$ cat config.mk
export PLATFORM = sky130hd
export DESIGN_NAME = cic_comb_mc
export DESIGN_NICKNAME = d
export VERILOG_FILES = /design/src/rtl/cic_comb_mc.sv
export SDC_FILE = /design/constraint.sdc
export NUM_CORES = 1
export LEC_CHECK = 0
export BUFFER_PORTS_ARGS = -buffer_cell sky130_fd_sc_hd__buf_2
export CORE_UTILIZATION = 62
export DETAILED_ROUTE_END_ITERATION = 10
export PLACE_DENSITY = 0.88
export SKIP_CTS_REPAIR_TIMING = 1
export SYNTH_ARGS = -nofsm -noshare
export SYNTH_HDL_FRONTEND = slang
export SYNTH_SLANG_ARGS = --single-unit
$ cat constraint.sdc
create_clock -name clk_i -period 4.3 [get_ports clk_i]
set_clock_uncertainty 0.05 [all_clocks]
set_input_delay 0.645 -clock clk_i [delete_from_list [all_inputs] [get_ports clk_i]]
set_output_delay 0.645 -clock clk_i [all_outputs]
set_load 0.05 [all_outputs]
$ cat src/rtl/cic_comb_mc.sv
// Multi-channel comb stage: y[n] = x[n] - x[n-M] per channel, modulo 2^WIDTH.
// Channels arrive time-interleaved and are tagged with a channel index. The
// result sits in a single output register; its ready is passed straight back
// to the input side.
module cic_comb_mc #(
  parameter int unsigned WIDTH  = 64,
  parameter int unsigned NUM_CH = 4,
  parameter int unsigned MAX_M  = 2,
  localparam int unsigned CH_W  = (NUM_CH > 1) ? $clog2(NUM_CH) : 1,
  localparam int unsigned M_W   = $clog2(MAX_M + 1)
) (
  input  logic             clk_i,
  input  logic             rstn_i,
  input  logic             clr_i,
  input  logic [M_W-1:0]   cfg_m_i,
  input  logic             in_valid_i,
  output logic             in_ready_o,
  input  logic [CH_W-1:0]  in_ch_i,
  input  logic [WIDTH-1:0] in_data_i,
  output logic             out_valid_o,
  input  logic             out_ready_i,
  output logic [CH_W-1:0]  out_ch_o,
  output logic [WIDTH-1:0] out_data_o
);

  localparam int unsigned IDX_W = (MAX_M > 1) ? $clog2(MAX_M) : 1;

  // Per-channel history; index 0 holds the newest sample.
  logic [WIDTH-1:0] r_hist [NUM_CH][MAX_M];

  logic             r_out_valid;
  logic [CH_W-1:0]  r_out_ch;
  logic [WIDTH-1:0] r_out_data;

  logic [M_W-1:0]   w_m_eff;
  logic [IDX_W-1:0] w_tap;
  logic             w_ch_ok;
  logic [CH_W-1:0]  w_ch_idx;
  logic             w_accept;
  logic [WIDTH-1:0] w_diff;

  // Effective delay: 0 behaves as 1, anything above MAX_M is clamped.
  always_comb begin
    w_m_eff = cfg_m_i;
    if (cfg_m_i == '0) begin
      w_m_eff = M_W'(1);
    end else if (cfg_m_i > M_W'(MAX_M)) begin
      w_m_eff = M_W'(MAX_M);
    end
  end

  assign w_tap      = IDX_W'(w_m_eff - M_W'(1));
  assign w_ch_ok    = (CH_W + 1)'(in_ch_i) < (CH_W + 1)'(NUM_CH);
  assign w_ch_idx   = w_ch_ok ? in_ch_i : '0;
  assign in_ready_o = ~clr_i & (~r_out_valid | out_ready_i);
  assign w_accept   = in_valid_i & in_ready_o;
  assign w_diff     = in_data_i - r_hist[w_ch_idx][w_tap];

  // History shift for the accepted channel only; clear wipes all channels.
  always_ff @(posedge clk_i or negedge rstn_i) begin
    if (!rstn_i) begin
      for (int c = 0; c < NUM_CH; c++) begin
        for (int k = 0; k < MAX_M; k++) begin
          r_hist[c][k] <= '0;
        end
      end
    end else if (clr_i) begin
      for (int c = 0; c < NUM_CH; c++) begin
        for (int k = 0; k < MAX_M; k++) begin
          r_hist[c][k] <= '0;
        end
      end
    end else if (w_accept && w_ch_ok) begin
      for (int k = MAX_M - 1; k > 0; k--) begin
        r_hist[w_ch_idx][k] <= r_hist[w_ch_idx][k-1];
      end
      r_hist[w_ch_idx][0] <= in_data_i;
    end
  end

  // Output register: load on a valid-channel accept, drain on handshake, else hold.
  always_ff @(posedge clk_i or negedge rstn_i) begin
    if (!rstn_i) begin
      r_out_valid <= 1'b0;
      r_out_ch    <= '0;
      r_out_data  <= '0;
    end else if (clr_i) begin
      r_out_valid <= 1'b0;
      r_out_ch    <= '0;
      r_out_data  <= '0;
    end else if (w_accept) begin
      if (w_ch_ok) begin
        r_out_valid <= 1'b1;
        r_out_ch    <= in_ch_i;
        r_out_data  <= w_diff;
      end else begin
        // Dropped channel: slot is free (old output consumed or absent).
        r_out_valid <= 1'b0;
      end
    end else if (r_out_valid && out_ready_i) begin
      r_out_valid <= 1'b0;
    end
  end

  assign out_valid_o = r_out_valid;
  assign out_ch_o    = r_out_ch;
  assign out_data_o  = r_out_data;

endmodule

After elaboration in Yosys (flattened, before gate mapping)

Index checks and enable logic that the tools add are counted.

Logic and storage cells: 52
Input port bits: 73
Bits in registers: 579

Reduce and logical (&&, ||, !) cells: 5
Mux-type cells: 23
Order comparisons: 4
Add/subtract/negate cells: 2
Bitwise gates (word level): 7

Operators with widths:

| kind                  | number |
|---|---|
| $bwmux W512           | 2 |
| $mux W512             | 2 |
| $demux W128 S2        | 2 |
| $mux W128             | 3 |
| $mux W64              | 6 |
| $bmux W128 S2         | 1 |
| $sub A64 B64 Y64      | 1 |
| $mux W1               | 5 |
| $mux W2               | 2 |
| $ge A3 B3 Y1 const B  | 1 |
| $lt A3 B1 Y1 const B  | 1 |
| $not A2 Y3            | 1 |
| $reduce_bool A3 Y1    | 1 |
| $and A1 B1 Y1         | 2 |
| $ge A2 B2 Y1 const B  | 1 |
| $gt A2 B2 Y1 const B  | 1 |
| $logic_and A1 B1 Y1   | 2 |
| $logic_not A2 Y1      | 1 |
| $not A1 Y1            | 2 |
| $not A1 Y2            | 1 |
| $reduce_bool A2 Y1    | 1 |
| $or A1 B1 Y1          | 1 |
| $sub A1 B1 Y1 const B | 1 |

Depth between registers and ports, before layout

Word-level depth: 11
Gate-level depth with buffers: 16
Mapped depth without buffers: 13

Worst setup path before layout

OpenSTA, ideal clock, no wires.

Kind: input to register
Start: input port in_ch_i[0]
End: register r_out_data[57], in the netlist out_data_o[57]
Arrival time: 4,656 ps
Path buffers: 4
Stages on the path: 16
Path slack: -528 ps
Path through: buf_2 buf_1 buf_1 mux4_2 mux2i_1 ha_1 buf_6 a211oi_2 o211ai_2 a41oi_2 o21ai_2 a2111oi_4 nor3_2 o211a_1 or3_1 a32o_1

Longest elaborated chain between the ends: 10

Ends and longest elaborated chain:

| element                                       | RTL line | text |
|---|---|---|
| start: declaration                            | 18       | `input logic [CH_W-1:0] in_ch_i,` |
| $not A2 Y3 (implied by the code)              | 57       | `assign w_diff = in_data_i - r_hist[w_ch_idx][w_tap];` |
| $bmux W128 S2                                 | 57       |  |
| $mux W128 (implied by the code) (2 in series) | 57       |  |
| $mux W64 (implied by the code) (3 in series)  | 57       |  |
| $sub A64 B64 Y64                              | 57       |  |
| $mux W64                                      | 91       | `end else if (w_accept) begin` |
| $mux W64                                      | 87       | `end else if (clr_i) begin` |
| end signal: assignment                        | 95       | `r_out_data <= w_diff;` |
| end: declaration                              | 33       | `logic [WIDTH-1:0] r_out_data;` |

No other way between the ends. The select of a mux whose other input is x is not followed.
A chain may end at the register's enable or synchronous reset.

Worst setup path in the final report

Start: register r_hist[64] (netlist bit)
End: register r_out_data[60], in the netlist out_data_o[60]

Longest elaborated chain between the ends: 9

Ends and longest elaborated chain:

| element                                       | RTL line | text |
|---|---|---|
| start: declaration                            | 29       | `logic [WIDTH-1:0] r_hist [NUM_CH][MAX_M];` |
| start signal: indexed assignment              | 75       | `r_hist[w_ch_idx][k] <= r_hist[w_ch_idx][k-1];` |
| start signal: indexed assignment              | 77       | `r_hist[w_ch_idx][0] <= in_data_i;` |
| $bmux W128 S2                                 | 57       |  |
| $mux W128 (implied by the code) (2 in series) | 57       |  |
| $mux W64 (implied by the code) (3 in series)  | 57       |  |
| $sub A64 B64 Y64                              | 57       |  |
| $mux W64                                      | 91       |  |
| $mux W64                                      | 87       |  |

No other way between the ends. The select of a mux whose other input is x is not followed.

==> impl_metrics.yaml <==
logic_synthesis:
  synthTopCellsByArea: "dfrtp_1 46%, mux4_2 9.2%, a21o_1 6.4%"
  seq_area_frac_synth_pct: 46.04
  ys_warn_count: 0
  yosysMostFrequentCell: "dfrtp_1"
  synth_edf_count: 0
  synthTopCellsByCount: "579 x dfrtp_1, 404 x nand2_1, 296 x o21ai_0"
  synthCells: 3019
  netlist-cell-type-count: 70
  syn_avg_cell_area_um2: 10.42
  ys_dominant_reg_cell: "dfrtp_1"
  synthesis.nets: 3171
  yosys.area.top_type: "dfrtp_1"
  netlist_area_um2: 31470
  synth_top_area_share_pct: 46.04
  ys_ff_latch: 579
  ys_async_sr_fraction_pct: 100.0
timing:
  fin_crit_sh_pct: 98.15
  fin_crit_ns: 4.220
  tightest_slew_ns: 1.329
  setup_viol: 0
  hold_ws_ns: -0.01591
  maxSlewHeadroom_pct: 11.37
  fmax_ghz: 0.2369
  rsz0062_at_grt: "false"
  hold_viol: 15
  slew_violations: 0
  fin_setup_tns_ns: 0
die:
  die_w_um: 227.3
  io_pins: 141
  core_um2: 50070
  start_util_pct: 62.86
  fp.dieH_um: 227.3
  std_cell_rows: 82
  die_area_um2: 51670
finish:
  fin_nets: 3436
  final_core_util_pct: 73.87
  nFillCells: 3208
  multi_input_area_um2: 16030
  register_area_um2: 14490
  syn_to_final_growth_pct: 17.51
  drive_gt1_share_pct: 21.28
placed_design:
  portBuffers: 139
  place_congestion: 0.9602
  hpwl_mm: 55.58
clock_tree:
  clkLatencyLatePin_ns: 0.63
  cts.sinks: 579
  cts_made_buffers: 60
  cts_tree: "yes"
  clk_path_buf_depth: 3
  root_buffer: "clkbuf_16"
  htreeDepth: 2
  clk_pin_slew_worst_paths_ns: 0.07
detailed_routing:
  via_per_inst: 6.430
  route.detailed.drc: 0
  wl_mm: 88.30
  drt_iter0_markers: 2484
  wl_per_cell_um: 22.04
  firstDrtPassIters: 7
  vias: 25760
  antenna_left: 0
global_routing:
  grt_pass1_vias: 26820
  grtUsageTotal_pct: 34.77
  grt_remaining_overflow: 0
  grt_max_degree: 301
  antenna_found_initial: 2
  grt_pass1_wl_mm: 140.4
run:
  drv_cap: 0
setup_path:
  path_cells: "mux4_2 -> mux2_2 -> ha_1 -> fa_1 -> nand3b_1 -> a21oi_2 -> buf_4 -> o2111ai_1 -> nand4_1 -> a32oi_1 -> a21oi_2 -> a221oi_1 -> or4b_1 -> nand3_1"
  required_ns: 4.81
  start_kind: "flip-flop"
  worstSetupPathType: "reg -> reg"
  crit_path_max_fanout: 3
  cp_slowest_cell: "or4b_1"
  crit_top_cell: "a21oi_2"
  worstPathArrival_ns: 4.73
  slowest_delay_ns: 0.50
  cp_num_buf_inv: 1
  crit_family: "simple AND/OR/NAND/NOR gates"
  endpoint_kind: "flip-flop"
pwr:
  leakage_uw: 0.01855
  p_total_uw: 13370
  powerDensity_nw_per_um2: 361.4
  peakVddDrop_mv: 0.3544
outcome:
  violations: "hold timing"
  status: "finished with violations"
min_path:
  worst_hold_path_type: "in -> async"
-- report_power, final --
| group | internal (uW) | total, uW | switching [uW] |
|---|---|---|---|
| sequential | 5610 | 5720 | 113 |
| clock | 3330 | 5610 | 2290 |
| combinational | 744 | 2030 | 1290 |
-- kinds of logic after synthesis --
kind of cell    count (synthesis)  share of synthesized area [%]
compound gates                742                          14.93
xor+xnor                       55                          1.531
fa+ha+maj                      79                          3.165
buf+inv                       259                          3.168
flops                         579                          46.04
mux                           201                          11.49
simple gates                 1104                          19.68
-- worst paths after layout --
kind                                  endpoint  slack, ns           from  depth (start not counted)
worst max-delay path            out_data_o[60]       0.08     r_hist[64]                         14
worst min-delay path               r_hist[412]      -0.02         rstn_i                          1
worst max register to register  out_data_o[60]       0.08     r_hist[64]                         14
worst min register to register      r_hist[74]       0.46     r_hist[74]                          2
max in group asynchronous       out_data_o[23]       3.02         rstn_i                          2
min in group clk_i                 r_hist[104]       0.23  in_data_i[40]                          3
-- layout make-up --
class	instances	share of cell area [%]
inverter	11	0.1116
timing repair buffer	451	9.334
sequential	579	39.18
clock inverter	32	1.137
antenna	2	0.01353
multi-input combinational	2181	43.36
tap	672	2.273
clock buffer	78	4.598
-- sequential cells by signal, indices dropped and copies added (netlist names) --
signal and cells:
out_data_o 64, out_valid_o 1, r_hist 512, out_ch_o 2
-- worst reg2reg max path, stage by stage, from the launching register on --
cell and delay, ns:
dfrtp_1 0.40, mux4_2 0.49, mux2_2 0.30, ha_1 0.20, fa_1 0.44, nand3b_1 0.23, a21oi_2 0.21, buf_4 0.15
o2111ai_1 0.10, nand4_1 0.27, a32oi_1 0.24, a21oi_2 0.31, a221oi_1 0.16, or4b_1 0.50, nand3_1 0.10
-- metal layers --
metal	part of all wire, %	GRT usage [%]
met1	38	43.77
met2	49	57.75
met3	7.0	5.227
met4	5.7	19.77
met5	0	0
-- layout by cell type (no fill, tap or decap), drive strengths merged, types with 57 or more instances in the layout --
cell    synthesis  layout
buf            48     451
nor2           57      57
a21o          270     270
mux4          128     128
a21oi          93      93
dfrtp         579     579
o21ai         299     299
nand3b        103     103
ha             78      78
mux2i          72      72
nor3b         253     253
nand2b        196     196
clkbuf        200      78
nand2         404     404
-- per-stage QoR --
step	worst slack [ns]	area, um^2	std cells	hold slack (ns)
after floorplan	0.01466	31530	3019	0.2994
after global placement	-0.2544	34850	3894	0.4336
after detailed placement	-0.3808	34850	3894	0.4423
after CTS	0.1511	36970	4004	0.02359
after global routing	0.03095	36980	4006	0.04298
final	0.07960	36980	4006	-0.01591
(Power assumes the default switching activity.)
